==> src/rtl/led_segment_scan.sv <==
// Multiplexed seven-segment scanner for 74HC595-chained display boards.
// Double-buffered digit data, round-robin scan of enabled digits, 16-bit serial word per slot.
module led_segment_scan #(
  parameter int unsigned DIGITS         = 8,
  parameter int unsigned SCLK_DIV       = 2,
  parameter int unsigned SLOT_CYCLES    = 50000,
  parameter bit          SEG_ACTIVE_LOW = 1'b1,
  parameter bit          DIG_ACTIVE_LOW = 1'b0
) (
  input  logic                  clk,
  input  logic                  rst_n,
  input  logic                  load,
  input  logic [4*DIGITS-1:0]   seg_data,
  input  logic [DIGITS-1:0]     seg_data_en,
  input  logic [DIGITS-1:0]     seg_dot_en,
  output logic                  rclk_out,
  output logic                  sclk_out,
  output logic                  sdio_out,
  output logic [2:0]            cur_digit,
  output logic                  frame_done
);

  localparam int unsigned DATA_W = 4 * DIGITS;
  localparam int unsigned CNT_W  = (SLOT_CYCLES > 2) ? $clog2(SLOT_CYCLES) : 1;
  localparam int unsigned DIV_W  = (SCLK_DIV > 1) ? $clog2(SCLK_DIV) : 1;
  localparam logic [CNT_W-1:0] CNT_LAST = CNT_W'(SLOT_CYCLES - 1);
  localparam logic [DIV_W-1:0] DIV_LAST = DIV_W'(SCLK_DIV - 1);

  typedef enum logic [1:0] {IDLE, SHIFT, LATCH, HOLD} state_t;

  typedef struct packed {
    logic [DATA_W-1:0] data;
    logic [DIGITS-1:0] en;
    logic [DIGITS-1:0] dot;
  } buf_t;

  state_t            state_q, state_d;
  logic              arm_q, arm_d;
  logic [CNT_W-1:0]  slot_cnt_q, slot_cnt_d;
  logic [DIV_W-1:0]  div_q, div_d;
  logic              phase_q, phase_d;
  logic [3:0]        bit_q, bit_d;
  logic [15:0]       word_q, word_d;
  buf_t              act_q, act_d, pend_q, pend_d;
  logic              sclk_d, rclk_d, sdio_d, fd_d;
  logic [2:0]        cur_d;

  logic              slot_start;
  logic [3:0]        pick_act, pick_pend;
  logic              wrap, sel_found;
  logic [2:0]        sel_idx;
  buf_t              src;
  logic [31:0]       data32;
  logic [7:0]        dot8, seg, dsel;
  logic [3:0]        nib;
  logic [15:0]       word;

  // Active-high {g,f,e,d,c,b,a} pattern for a hex nibble.
  function automatic logic [6:0] decode(input logic [3:0] n);
    logic [6:0] s;
    case (n)
      4'h0: s = 7'h3F;  4'h1: s = 7'h06;  4'h2: s = 7'h5B;  4'h3: s = 7'h4F;
      4'h4: s = 7'h66;  4'h5: s = 7'h6D;  4'h6: s = 7'h7D;  4'h7: s = 7'h07;
      4'h8: s = 7'h7F;  4'h9: s = 7'h6F;  4'hA: s = 7'h77;  4'hB: s = 7'h7C;
      4'hC: s = 7'h39;  4'hD: s = 7'h5E;  4'hE: s = 7'h79;  default: s = 7'h71;
    endcase
    return s;
  endfunction

  // Returns {found, index}: first enabled digit from 0, or the next one after 'from' with wrap.
  function automatic logic [3:0] pick(input logic [DIGITS-1:0] en, input logic [2:0] from,
                                      input logic from_zero);
    logic [7:0]  en8;
    logic        found;
    logic [2:0]  idx;
    int unsigned j;
    en8   = 8'(en);
    found = 1'b0;
    idx   = 3'd0;
    for (int unsigned i = 0; i < DIGITS; i++) begin
      j = from_zero ? i : (32'(from) + i + 32'd1) % DIGITS;
      if (!found && en8[3'(j)]) begin
        found = 1'b1;
        idx   = 3'(j);
      end
    end
    return {found, idx};
  endfunction

  // Next slot's digit and word; a wrap starts a new frame from the pending buffer.
  always_comb begin
    pick_act  = pick(act_q.en, cur_digit, 1'b0);
    pick_pend = pick(pend_q.en, 3'd0, 1'b1);
    wrap      = !pick_act[3] || (pick_act[2:0] <= cur_digit);
    src       = wrap ? pend_q : act_q;
    sel_found = wrap ? pick_pend[3] : 1'b1;
    sel_idx   = wrap ? pick_pend[2:0] : pick_act[2:0];
    data32    = 32'(src.data);
    dot8      = 8'(src.dot);
    nib       = 4'(data32 >> {sel_idx, 2'b00});
    seg       = sel_found ? {dot8[sel_idx], decode(nib)} : 8'h00;
    dsel      = sel_found ? (8'd1 << sel_idx) : 8'h00;
    word      = {seg ^ {8{SEG_ACTIVE_LOW}}, dsel ^ {8{DIG_ACTIVE_LOW}}};
  end

  // Next-state and output logic.
  always_comb begin
    state_d    = state_q;
    arm_d      = arm_q;
    slot_cnt_d = slot_cnt_q + CNT_W'(1);
    div_d      = div_q;
    phase_d    = phase_q;
    bit_d      = bit_q;
    word_d     = word_q;
    sclk_d     = sclk_out;
    rclk_d     = rclk_out;
    sdio_d     = sdio_out;
    cur_d      = cur_digit;
    fd_d       = 1'b0;
    act_d      = act_q;
    pend_d     = load ? buf_t'({seg_data, seg_data_en, seg_dot_en}) : pend_q;
    slot_start = 1'b0;

    case (state_q)
      IDLE: begin
        slot_cnt_d = '0;
        arm_d      = 1'b1;
        slot_start = arm_q;
      end
      SHIFT: begin
        if (div_q == DIV_LAST) begin
          div_d = '0;
          if (!phase_q) begin
            phase_d = 1'b1;
            sclk_d  = 1'b1;
          end else if (bit_q == 4'd15) begin
            state_d = LATCH;
            phase_d = 1'b0;
            sclk_d  = 1'b0;
            rclk_d  = 1'b1;
          end else begin
            bit_d   = bit_q + 4'd1;
            phase_d = 1'b0;
            sclk_d  = 1'b0;
            word_d  = {word_q[14:0], 1'b0};
            sdio_d  = word_q[14];
          end
        end else begin
          div_d = div_q + DIV_W'(1);
        end
      end
      LATCH: begin
        if (div_q == DIV_LAST) begin
          div_d   = '0;
          rclk_d  = 1'b0;
          state_d = HOLD;
        end else begin
          div_d = div_q + DIV_W'(1);
        end
      end
      HOLD: begin
        sclk_d     = 1'b0;
        rclk_d     = 1'b0;
        slot_start = (slot_cnt_q == CNT_LAST);
      end
      default: state_d = IDLE;
    endcase

    if (slot_start) begin
      state_d    = SHIFT;
      slot_cnt_d = '0;
      div_d      = '0;
      phase_d    = 1'b0;
      bit_d      = 4'd0;
      word_d     = word;
      sdio_d     = word[15];
      sclk_d     = 1'b0;
      rclk_d     = 1'b0;
      cur_d      = sel_idx;
      fd_d       = wrap;
      if (wrap) act_d = pend_q;
    end
  end

  // State and output registers.
  always_ff @(posedge clk or negedge rst_n) begin
    if (!rst_n) begin
      state_q    <= IDLE;
      arm_q      <= 1'b0;
      slot_cnt_q <= '0;
      div_q      <= '0;
      phase_q    <= 1'b0;
      bit_q      <= 4'd0;
      word_q     <= 16'h0000;
      act_q      <= '0;
      pend_q     <= '0;
      sclk_out   <= 1'b0;
      rclk_out   <= 1'b0;
      sdio_out   <= 1'b0;
      cur_digit  <= 3'd0;
      frame_done <= 1'b0;
    end else begin
      state_q    <= state_d;
      arm_q      <= arm_d;
      slot_cnt_q <= slot_cnt_d;
      div_q      <= div_d;
      phase_q    <= phase_d;
      bit_q      <= bit_d;
      word_q     <= word_d;
      act_q      <= act_d;
      pend_q     <= pend_d;
      sclk_out   <= sclk_d;
      rclk_out   <= rclk_d;
      sdio_out   <= sdio_d;
      cur_digit  <= cur_d;
      frame_done <= fd_d;
    end
  end

endmodule

==> config.mk <==
export PLATFORM = sky130hd
export DESIGN_NAME = led_segment_scan
export DESIGN_NICKNAME = d
export VERILOG_FILES = /design/src/rtl/led_segment_scan.sv
export SDC_FILE = /design/constraint.sdc
export NUM_CORES = 1
export LEC_CHECK = 0
export ABC_AREA = 1
export CAP_MARGIN = 20
export CORE_MARGIN = 2
export CORE_UTILIZATION = 50
export CTS_BUF_LIST = sky130_fd_sc_hd__clkbuf_4
export CTS_CLUSTER_SIZE = 12
export DETAILED_ROUTE_END_ITERATION = 12
export PLACE_DENSITY = 0.72
export SYNTH_ARGS = -nofsm -noshare
export SYNTH_HDL_FRONTEND = slang
export SYNTH_SLANG_ARGS = --single-unit
==> constraint.sdc <==
create_clock -name clk -period 4.7 [get_ports clk]
set_input_delay 1.175 -clock clk [delete_from_list [all_inputs] [get_ports clk]]
set_output_delay 1.175 -clock clk [all_outputs]
set_load 0.005 [all_outputs]
# Word-level counts from Yosys, hierarchy flattened
# Memories as Yosys holds them, arrays and structs flattened.
# Index checks and enable logic that the tools add are counted.
dict set report word_totals {
  mem_bits_ro 112
  out_inout_bits 7
  input_bits 51
  elab_cells 198
  regBits 143
  mem_count 1
}
# name words word_bits rd rd_ports_with_merged_regs wr line_no
set memory_table {}
lappend memory_table {{(no name shown)} 16 7 1 0 0 61} ;# case (n)
dict set report classes {
  shifts 2
  bitwise_logic 1
  n_addsub 17
  mux 94
  n_reduce_logical 45
  order_cmp 10
  n_eq_ne 10
}
# cell count
set ops {}
lappend ops {{two-way mux 15 bit} 5}
lappend ops {{two-way mux 48 bit} 1}
lappend ops {{two-way mux 1 bit} 46}
lappend ops {{two-way mux 3 bit} 15}
lappend ops {{< comparator 3 x 4 -> 1 bit, second input constant} 9}
lappend ops {{two-way mux 16 bit} 2}
lappend ops {{right shift 32 x 5 -> 4 bit} 1}
lappend ops {{binary-select mux 1 bit (select 3 bit)} 9}
lappend ops {{adder 3 x 1 -> 3 bit, second input constant} 8}
lappend ops {{two-way mux 4 bit} 5}
lappend ops {{adder 16 x 1 -> 16 bit, second input constant} 1}
lappend ops {{== test 16 bit, second input constant} 1}
lappend ops {{two-way mux 8 bit} 2}
lappend ops {{zero test 1 bit} 15}
lappend ops {{logical AND 1 bit} 14}
lappend ops {{adder 3 bit, second input constant} 4}
lappend ops {{inequality test 3 bit, second input constant} 4}
lappend ops {{two-way mux 2 bit} 5}
lappend ops {{AND reduction 5 bit} 2}
lappend ops {{NOT 8 bit} 1}
lappend ops {{nonzero test 2 bit} 4}
lappend ops {{left shift 1 x 3 -> 8 bit, first input constant} 1}
lappend ops {{adder 3 x 2 -> 3 bit, second input constant} 2}
lappend ops {{AND reduction 2 bit} 3}
lappend ops {{other kinds (16)} 19}

# Longest topological paths before layout
# Gate-level depths: netlist of run 1.
dict set report depth {
  depth_word 33
  depth_mapped 44
  depth_no_buf 39
}

# Worst setup path after synthesis of run 1
# Ideal clock, no wire load.
dict set report synth_timing {
  kind {register to register}
  start {register cur_digit[1]}
  end {register word_q[9]}
  t_arrival_ps 4875
  required_ps 4584
  period_less_slack_ps 4991
  path_slack_ps -291
  stages_incl_launch_ff 40
  n_path_buf 2
  setup_ps 116
  path_cell_list {dfrtp_1 > clkinv_1 > ha_1 > buf_4 > inv_2 > nand2_1 > nand2_1 > nand2_1 > nand2_1 > nand2_1 > nand2_1 > nand2_1 > o21ai_0 > nand3_1 > nand2_1 > o21ai_0 > o21ai_0 > nand2_1 > (+4 left out) > a31oi_1 > nand2_4 > inv_4 > nand3_2 > nand2_2 > buf_6 > nand2_1 > nand2_1 > nand2_1 > nand3_1 > nand2_1 > ha_1 > nand3_1 > nor2_1 > nor2_1 > nand2_1 > nand2_1 > nand2_1}
}
dict set report synth_via {
  elab_chain_cells 33
  elab_cells_between_ends 71
  cone_classes {add/sub (14); order compare (1); shift (1); mux (37); bitwise (1); reduce/logical (16); memory (1)}
}
# item line_no
set synth_lines {}
lappend synth_lines {{start, declared} 19} ;# output logic [2:0] cur_digit,
lappend synth_lines {{start signal, assigned} 215} ;# cur_digit <= cur_d;
lappend synth_lines {{parallel branches: the longest is 30 deep, another holds adder 3 x 1 -> 3 bit} n/a}
lappend synth_lines {{two-way mux 8 bit *} 101} ;# seg = sel_found ? {dot8[sel_idx], decode(nib)} : 8'h00;
lappend synth_lines {{NOT 8 bit (no line) *} n/a}
lappend synth_lines {{two-way mux 15 bit *} 169} ;# if (slot_start) begin
lappend synth_lines {{end signal, assigned} 209} ;# word_q <= word_d;
lappend synth_lines {{end, declared} 43} ;# logic [15:0] word_q, word_d;
# Every way passes the cells marked *. The select of a mux whose other input is x is not followed.
# A chain may end at the register's enable or synchronous reset.

# Final worst setup path of run 1
dict set report layout_timing {
  start {register cur_digit[0]}
  end {register sdio_out}
}
dict set report layout_via {
  elab_chain_cells 33
  elab_cells_between_ends 71
  cone_classes {add/sub (14); order compare (1); mux (39); bitwise (1); reduce/logical (16)}
}
# item line_no
set layout_lines {}
lappend layout_lines {{parallel branches: the longest is 30 deep, another holds adder 3 x 1 -> 3 bit} n/a}
lappend layout_lines {{two-way mux 8 bit *} 101}
lappend layout_lines {{NOT 8 bit (no line) *} n/a}
lappend layout_lines {{two-way mux 1 bit *} 169}
lappend layout_lines {{end signal, assigned} 214} ;# sdio_out <= sdio_d;
lappend layout_lines {{end, declared} 18} ;# output logic sdio_out,
# Marked as above.

==> results of run 1 <==
-- sequential cells by signal, summed over array words and instances, names as in the netlist --
name,flops
act_q,48
frame_done,1
sclk_out,1
pend_q,48
cur_digit,3
sdio_out,1
phase_q,1
rclk_out,1
word_q,15
bit_q,4
slot_cnt_q,16
state_q,2
div_q,1
arm_q,1
-- timing repair --
action / CTS / global route
hold buffers: 0 / 0
gates cloned: 1 / 8
pin swaps: 4 / 34
buffers inserted: 4 / 29
resized for setup: 11 / 87
endpoints found under the setup margin: 7 / 16
-- final cells by class --
class                           count  share of cell area
Tap cell                          216              0.0274
Inverter                          114              0.0468
Multi-Input combinational cell    797               0.418
Timing Repair Buffer              120               0.121
Sequential cell                   143               0.363
Clock inverter                     14             0.00951
Timing Repair inverter              1            0.000888
Antenna cell                        1            0.000254
Clock buffer                       18              0.0137
-- report_power, final --
part	switching (mW)	internal [mW]	total [mW]	leakage, nW
Sequential	0.0438	1.31	1.35	1.73
Combinational	2.93	2.03	4.95	3.04
Clock	0.465	0.212	0.677	0.123
-- kinds of logic after synthesis --
kind of cell,after synthesis,synth area share
adder cells (fa/ha/maj),18,0.0282
buffers and inverters,157,0.0838
AND/OR/NAND/NOR,570,0.297
AO/OA/AOI/OAI,199,0.133
XOR/XNOR,7,0.00768
multiplexers,1,0.00141
flip-flops,143,0.448
-- worst paths after layout --
check / start / to / slack (ns) / depth (start not counted)
setup reg to reg: cur_digit[0]$_DFFE_PN0P_ / sdio_out$_DFFE_PN0P_ / 0.15 / 34
setup / recovery: cur_digit[0]$_DFFE_PN0P_ / sdio_out$_DFFE_PN0P_ / 0.15 / 34
min in group asynchronous: rst_n / slot_cnt_q[13]$_DFF_PN0_ / 0.67 / 1
max in group asynchronous: rst_n / pend_q[6]$_DFFE_PN0P_ / 3.24 / 2
hold / removal: arm_q$_DFFE_PN0P_ / arm_q$_DFFE_PN0P_ / 0.46 / 2
hold reg to reg: arm_q$_DFFE_PN0P_ / arm_q$_DFFE_PN0P_ / 0.46 / 2
-- per-layer routing --
layer  vias up  global-route usage  routed length, um
met5         -                   0                  0
met3        41              0.0472                891
li1       3720                   -                  -
met2       195               0.383               9370
met4         0              0.0713                465
met1      3441               0.313               8920
-- stage by stage --
step / cells / hold WS [ns] / setup WS [ns] / area (um2) / setup TNS (ns)
floorplan: 1095 / 0.419 / 0.0311 / 8070 / 0
global placement: 1349 / 0.433 / -0.00241 / 8870 / -0.00241
detailed placement: 1349 / 0.441 / -0.153 / 8870 / -0.681
CTS: 1386 / 0.469 / -0.0136 / 9190 / -0.0136
global route: 1424 / 0.492 / -0.240 / 9870 / -1.61
finish: 1424 / 0.460 / 0.145 / 9870 / 0
-- worst register-to-register path, delay by kind of cell, from the launching register on --
family,cells,cell delay (ns)
fa+ha+maj,2,0.53
buf+inv,7,0.91
compound gates,5,0.75
flops,1,0.43
simple gates,20,1.83
-- cells in the mapped netlist, types with 2 or more instances --
| cell type | n |
|---|---|
| buf_4 | 5 |
| xor2_1 | 5 |
| o21ai_0 | 130 |
| nand2_2 | 6 |
| xnor2_1 | 2 |
| nor3_1 | 15 |
| nand3_2 | 3 |
| clkbuf_1 | 25 |
| a31oi_1 | 6 |
| o31ai_1 | 2 |
| inv_1 | 105 |
| nor2_1 | 68 |
| buf_6 | 6 |
| nand4_1 | 4 |
| clkinv_1 | 2 |
| nand3b_1 | 2 |
| ha_1 | 18 |
| inv_2 | 4 |
| a21oi_1 | 17 |
| buf_2 | 7 |
| dfrtp_1 | 143 |
| inv_4 | 3 |
| nor4_1 | 4 |
| a22oi_1 | 7 |
| a22o_1 | 2 |
| nand3_1 | 69 |
| o21ai_1 | 28 |
| nand2_1 | 392 |
| nand2_4 | 2 |
==> qor.csv, run 1 <==
metric,value,unit
syn_to_final_growth,23.6,%
hold_viol_final,0,
max_cap_viol_count,0,
synth_fp_nets,1164,
cp.arrival,5.01,ns
io-pin-count,58,
yosys_warnings,0,
fin_nets,1263,
grt_pass1_wl,31400,um
vias,7397,
hold_path_class,flip-flop to flip-flop,
register_area,3580,um2
nFillCells,1426,
drv_slew,0,
drcViolationCount,0,
critPathBufInv,7,
yosysTopAreaCell,dfrtp_1,
status,"complete, no violations",
ys_async_sr_fraction,1.00,
clk_latency,0.56,ns
layout_common_cells,"nand2_1 (371), dfrtp_1 (140), o21ai_0 (122), inv_1 (103), nor2_1 (65)",
tightest_slew,0.865,ns
numPortBuffers,57,
ant_nets,0,
final_common_cell,nand2_1,
dieHeight,130,um
cts_tree,done,
syn_area,7990,um2
final-setup-viol-count,0,
synth_edf_count,0,
numClockSinks,143,
die-area,17000,um2
antenna_found_initial,1,
crit_path_max_incr_delay,0.43,ns
syn_avg_cell_area,7.29,um2
drive_gt1_frac,0.157,
cp-end-kind,flip-flop,
grt_pass1_vias,6679,
seq_area_frac_synth,0.448,
fin_crit_sh,0.969,
ir_drop,0.466,mV
core,15800,um2
powerDensity,708,nW/um2
cts_htree_levels,4,
post_drt_wl_per_cell,13.8,um
firstDrtPassIters,6,
ys_ff_latch,143,
grt.total_usage,0.232,
synthTopCellsByArea,"dfrtp_1 (45%), nand2_1 (18%), o21ai_0 (8.1%)",
critPathSlowestCell,dfrtp_2,
crit_path_max_fanout,8,
grt_max_degree,97,
drt_iter0_drc,559,
path_class,flip-flop to flip-flop,
cp.required,5.16,ns
start_kind,flip-flop,
leakage,4.90,nW
synthFlopType,dfrtp_1,
overflow,0,
wl,19700,um
rsz0062_at_grt,yes,
dp_hpwl,12900,um
maxSlewHeadroom,0.423,
finClkSkew,0.0200,ns
utilization,0.626,
finalCriticalPeriod,4.55,ns
cts-buffers-inserted,17,
root_buffer,clkbuf_4,
cpMostUsedCell,nand2_1,
num_rows,46,
path_delay_family,simple AND/OR/NAND/NOR gates,
clkTransAtPathRegs,0.13,ns
clock_path_buffers,2,
vias_per_cell,5.19,
yosysUniqueCellTypes,42,
gp_congestion,0.899,
die_w,130,um
syn_inst,1095,
clock.fmax,220,MHz
synth_top_area_share,0.448,
initial_core_util,0.506,
power,6.98,mW
multi_input_area,4120,um2
(Power assumes the default switching activity.)
==> run 2: changes to the inputs <==
CELL_PAD_IN_SITES_DETAIL_PLACEMENT = 0   (was default)
CELL_PAD_IN_SITES_GLOBAL_PLACEMENT = 1   (was default)
CORE_UTILIZATION = 40   (was 50)
PLACE_DENSITY = default   (was 0.72)
PLACE_DENSITY_LB_ADDON = 0.1   (was default)
==> run 2 against run 1 <==
Wire length up 7.1%. Die area grew 24%. Count of clock-buffer cells in the layout is 1 lower. Sequential cell count unchanged.
==> qor.csv, run 2 (same netlist as run 1, synthesis figures left out) <==
metric,value,unit,change
cts_htree_levels,4,,unchanged
ant_nets,0,,unchanged
cts_tree,done,,unchanged
crit_path_max_fanout,7,,was 8
dpl.cell_count,1405,,was 1349
cp-end-kind,flip-flop,,unchanged
die_w,145,um,was 130 um
clock.fmax,217,MHz,was 220 MHz
largest_registers,"act_q x48, pend_q x48, slot_cnt_q x16",,unchanged
hold_path_class,flip-flop to flip-flop,,unchanged
crit_start,cur_digit[1]$_DFFE_PN0P_,,was cur_digit[0]$_DFFE_PN0P_
drive_gt1_frac,0.176,,was 0.157
antenna_found_initial,1,,unchanged
finalCriticalPeriod,4.62,ns,was 4.55 ns
powerDensity,728,nW/um2,was 708 nW/um2
core,19500,um2,was 15800 um2
gp_congestion,0.858,,was 0.899
grt_max_degree,81,,was 97
clk_latency,0.58,ns,was 0.56 ns
max_cap_viol_count,0,,unchanged
numClockSinks,143,,unchanged
drt_iter0_drc,449,,was 559
clock_path_buffers,2,,unchanged
cpMostUsedCell,nand2_1,,unchanged
power,7.37,mW,was 6.98 mW
grt_pass1_vias,6635,,was 6679
die-area,21100,um2,was 17000 um2
finClkSkew,0.0294,ns,was 0.0200 ns
grt_pass1_wl,33100,um,was 31400 um
grt.total_usage,0.193,,was 0.232
post_drt_wl_per_cell,14.3,um,was 13.8 um
clkTransAtPathRegs,0.15,ns,was 0.13 ns
syn_to_final_growth,26.9,%,was 23.6%
crit_path_max_incr_delay,0.44,ns,was 0.43 ns
final_cells,1474,,was 1424
path_class,flip-flop to flip-flop,,unchanged
vias,7195,,was 7397
drv_slew,0,,unchanged
wl,21100,um,was 19700 um
dp_hpwl,14300,um,was 12900 um
min_from,slot_cnt_q[0]$_DFF_PN0_,,was arm_q$_DFFE_PN0P_
rsz0062_at_grt,yes,,unchanged
dieHeight,145,um,was 130 um
numPortBuffers,57,,unchanged
start_kind,flip-flop,,unchanged
hold_viol_final,0,,unchanged
maxSlewHeadroom,0.484,,was 0.423
final_common_cell,nand2_1,,unchanged
root_buffer,clkbuf_4,,unchanged
critPathSlowestCell,dfrtp_1,,was dfrtp_2
overflow,0,,unchanged
reg2reg_from,cur_digit[1]$_DFFE_PN0P_,,was cur_digit[0]$_DFFE_PN0P_
leakage,4.98,nW,was 4.90 nW
drcViolationCount,0,,unchanged
num_rows,51,,was 46
vias_per_cell,4.88,,was 5.19
io-pin-count,58,,unchanged
status,"complete, no violations",,unchanged
firstDrtPassIters,5,,was 6
cp.arrival,5.11,ns,was 5.01 ns
tightest_slew,0.774,ns,was 0.865 ns
fin_crit_sh,0.983,,was 0.969
fin_nets,1264,,was 1263
initial_core_util,0.409,,was 0.506
cp.required,5.19,ns,was 5.16 ns
cts-buffers-inserted,17,,unchanged
layout_common_cells,"nand2_1 (359), dfrtp_1 (142), o21ai_0 (116), inv_1 (102), nor2_1 (61)",,"was nand2_1 (371), dfrtp_1 (140), o21ai_0 (122), inv_1 (103), nor2_1 (65)"
final-setup-viol-count,0,,unchanged
ir_drop,0.411,mV,was 0.466 mV
[run 2: cell count changes in the layout (fill, tap and decap cells not counted), sizes merged]
| cell | before | now |
|---|---|---|
| clkinv | 12 | 5 |
| inv | 114 | 123 |
| clkinvlp | 3 | 1 |
| bufinv | 0 | 1 |
| buf | 59 | 62 |
| clkbuf | 24 | 21 |
[run 2: final cells by class]
class,instances,area (um2)
fillers,1968,9400
multi-input cells,797,4220
flip-flops and latches,143,3580
repair buffers,121,1230
inverters,114,462
well taps,265,332
clock inverters,15,168
clock buffers,17,128
repair inverters,1,8.76
diodes,1,2.50
[run 2: worst paths after layout]
check	endpoint	slack (ns)	depth (start not counted)
max	word_q[9]$_DFFE_PN0P_	0.08	35
min	slot_cnt_q[0]$_DFF_PN0_	0.47	1
max reg2reg	word_q[9]$_DFFE_PN0P_	0.08	35
min reg2reg	slot_cnt_q[0]$_DFF_PN0_	0.47	1
max in group asynchronous	word_q[11]$_DFFE_PN0P_	3.27	2
min in group asynchronous	act_q[8]$_DFFE_PN0P_	0.61	1
[run 2: repair_timing]
action	4_1_cts	5_1_grt
gates cloned	0	7
setup buffers	4	25
hold buffers	0	0
pin swaps	2	41
setup endpoints to repair	7	28
resized for setup	8	123
[run 2: per-stage QoR]
| step | area [um2] | setup TNS (ns) | hold WS [ns] | utilization | setup WS [ns] |
|---|---|---|---|---|---|
| finish | 10100 | 0 | 0.470 | 0.519 | 0.0821 |
| global route | 10100 | -1.33 | 0.494 | 0.519 | -0.240 |
| CTS | 9370 | 0 | 0.478 | 0.480 | 0.0493 |
| detailed placement | 9030 | -0.264 | 0.447 | 0.462 | -0.0967 |
| global placement | 9030 | -0.0586 | 0.431 | 0.462 | -0.0582 |
| floorplan | 8070 | 0 | 0.419 | - | 0.0311 |
[run 2: layer usage]
metal / routed length, um / GRT usage / up-vias
li1: - / - / 3716
met1: 9990 / 0.258 / 3354
met2: 10300 / 0.324 / 110
met3: 560 / 0.0349 / 15
met4: 237 / 0.0480 / 0
met5: 0 / 0 / -
[run 2: worst max-delay path: cells and delay by family, from the launching register on]
family | cells | cell delay (ns)
buffers and inverters | 6 | 0.72
adders and majority gates | 3 | 0.90
AOI/OAI and AO/OA | 4 | 0.66
and+or+nand+nor | 22 | 1.81
DFF | 1 | 0.44
[run 2: where the power goes]
part / internal, mW / switching [mW]
Sequential: 1.31 / 0.0424
Combinational: 2.18 / 3.00
Clock: 0.292 / 0.544
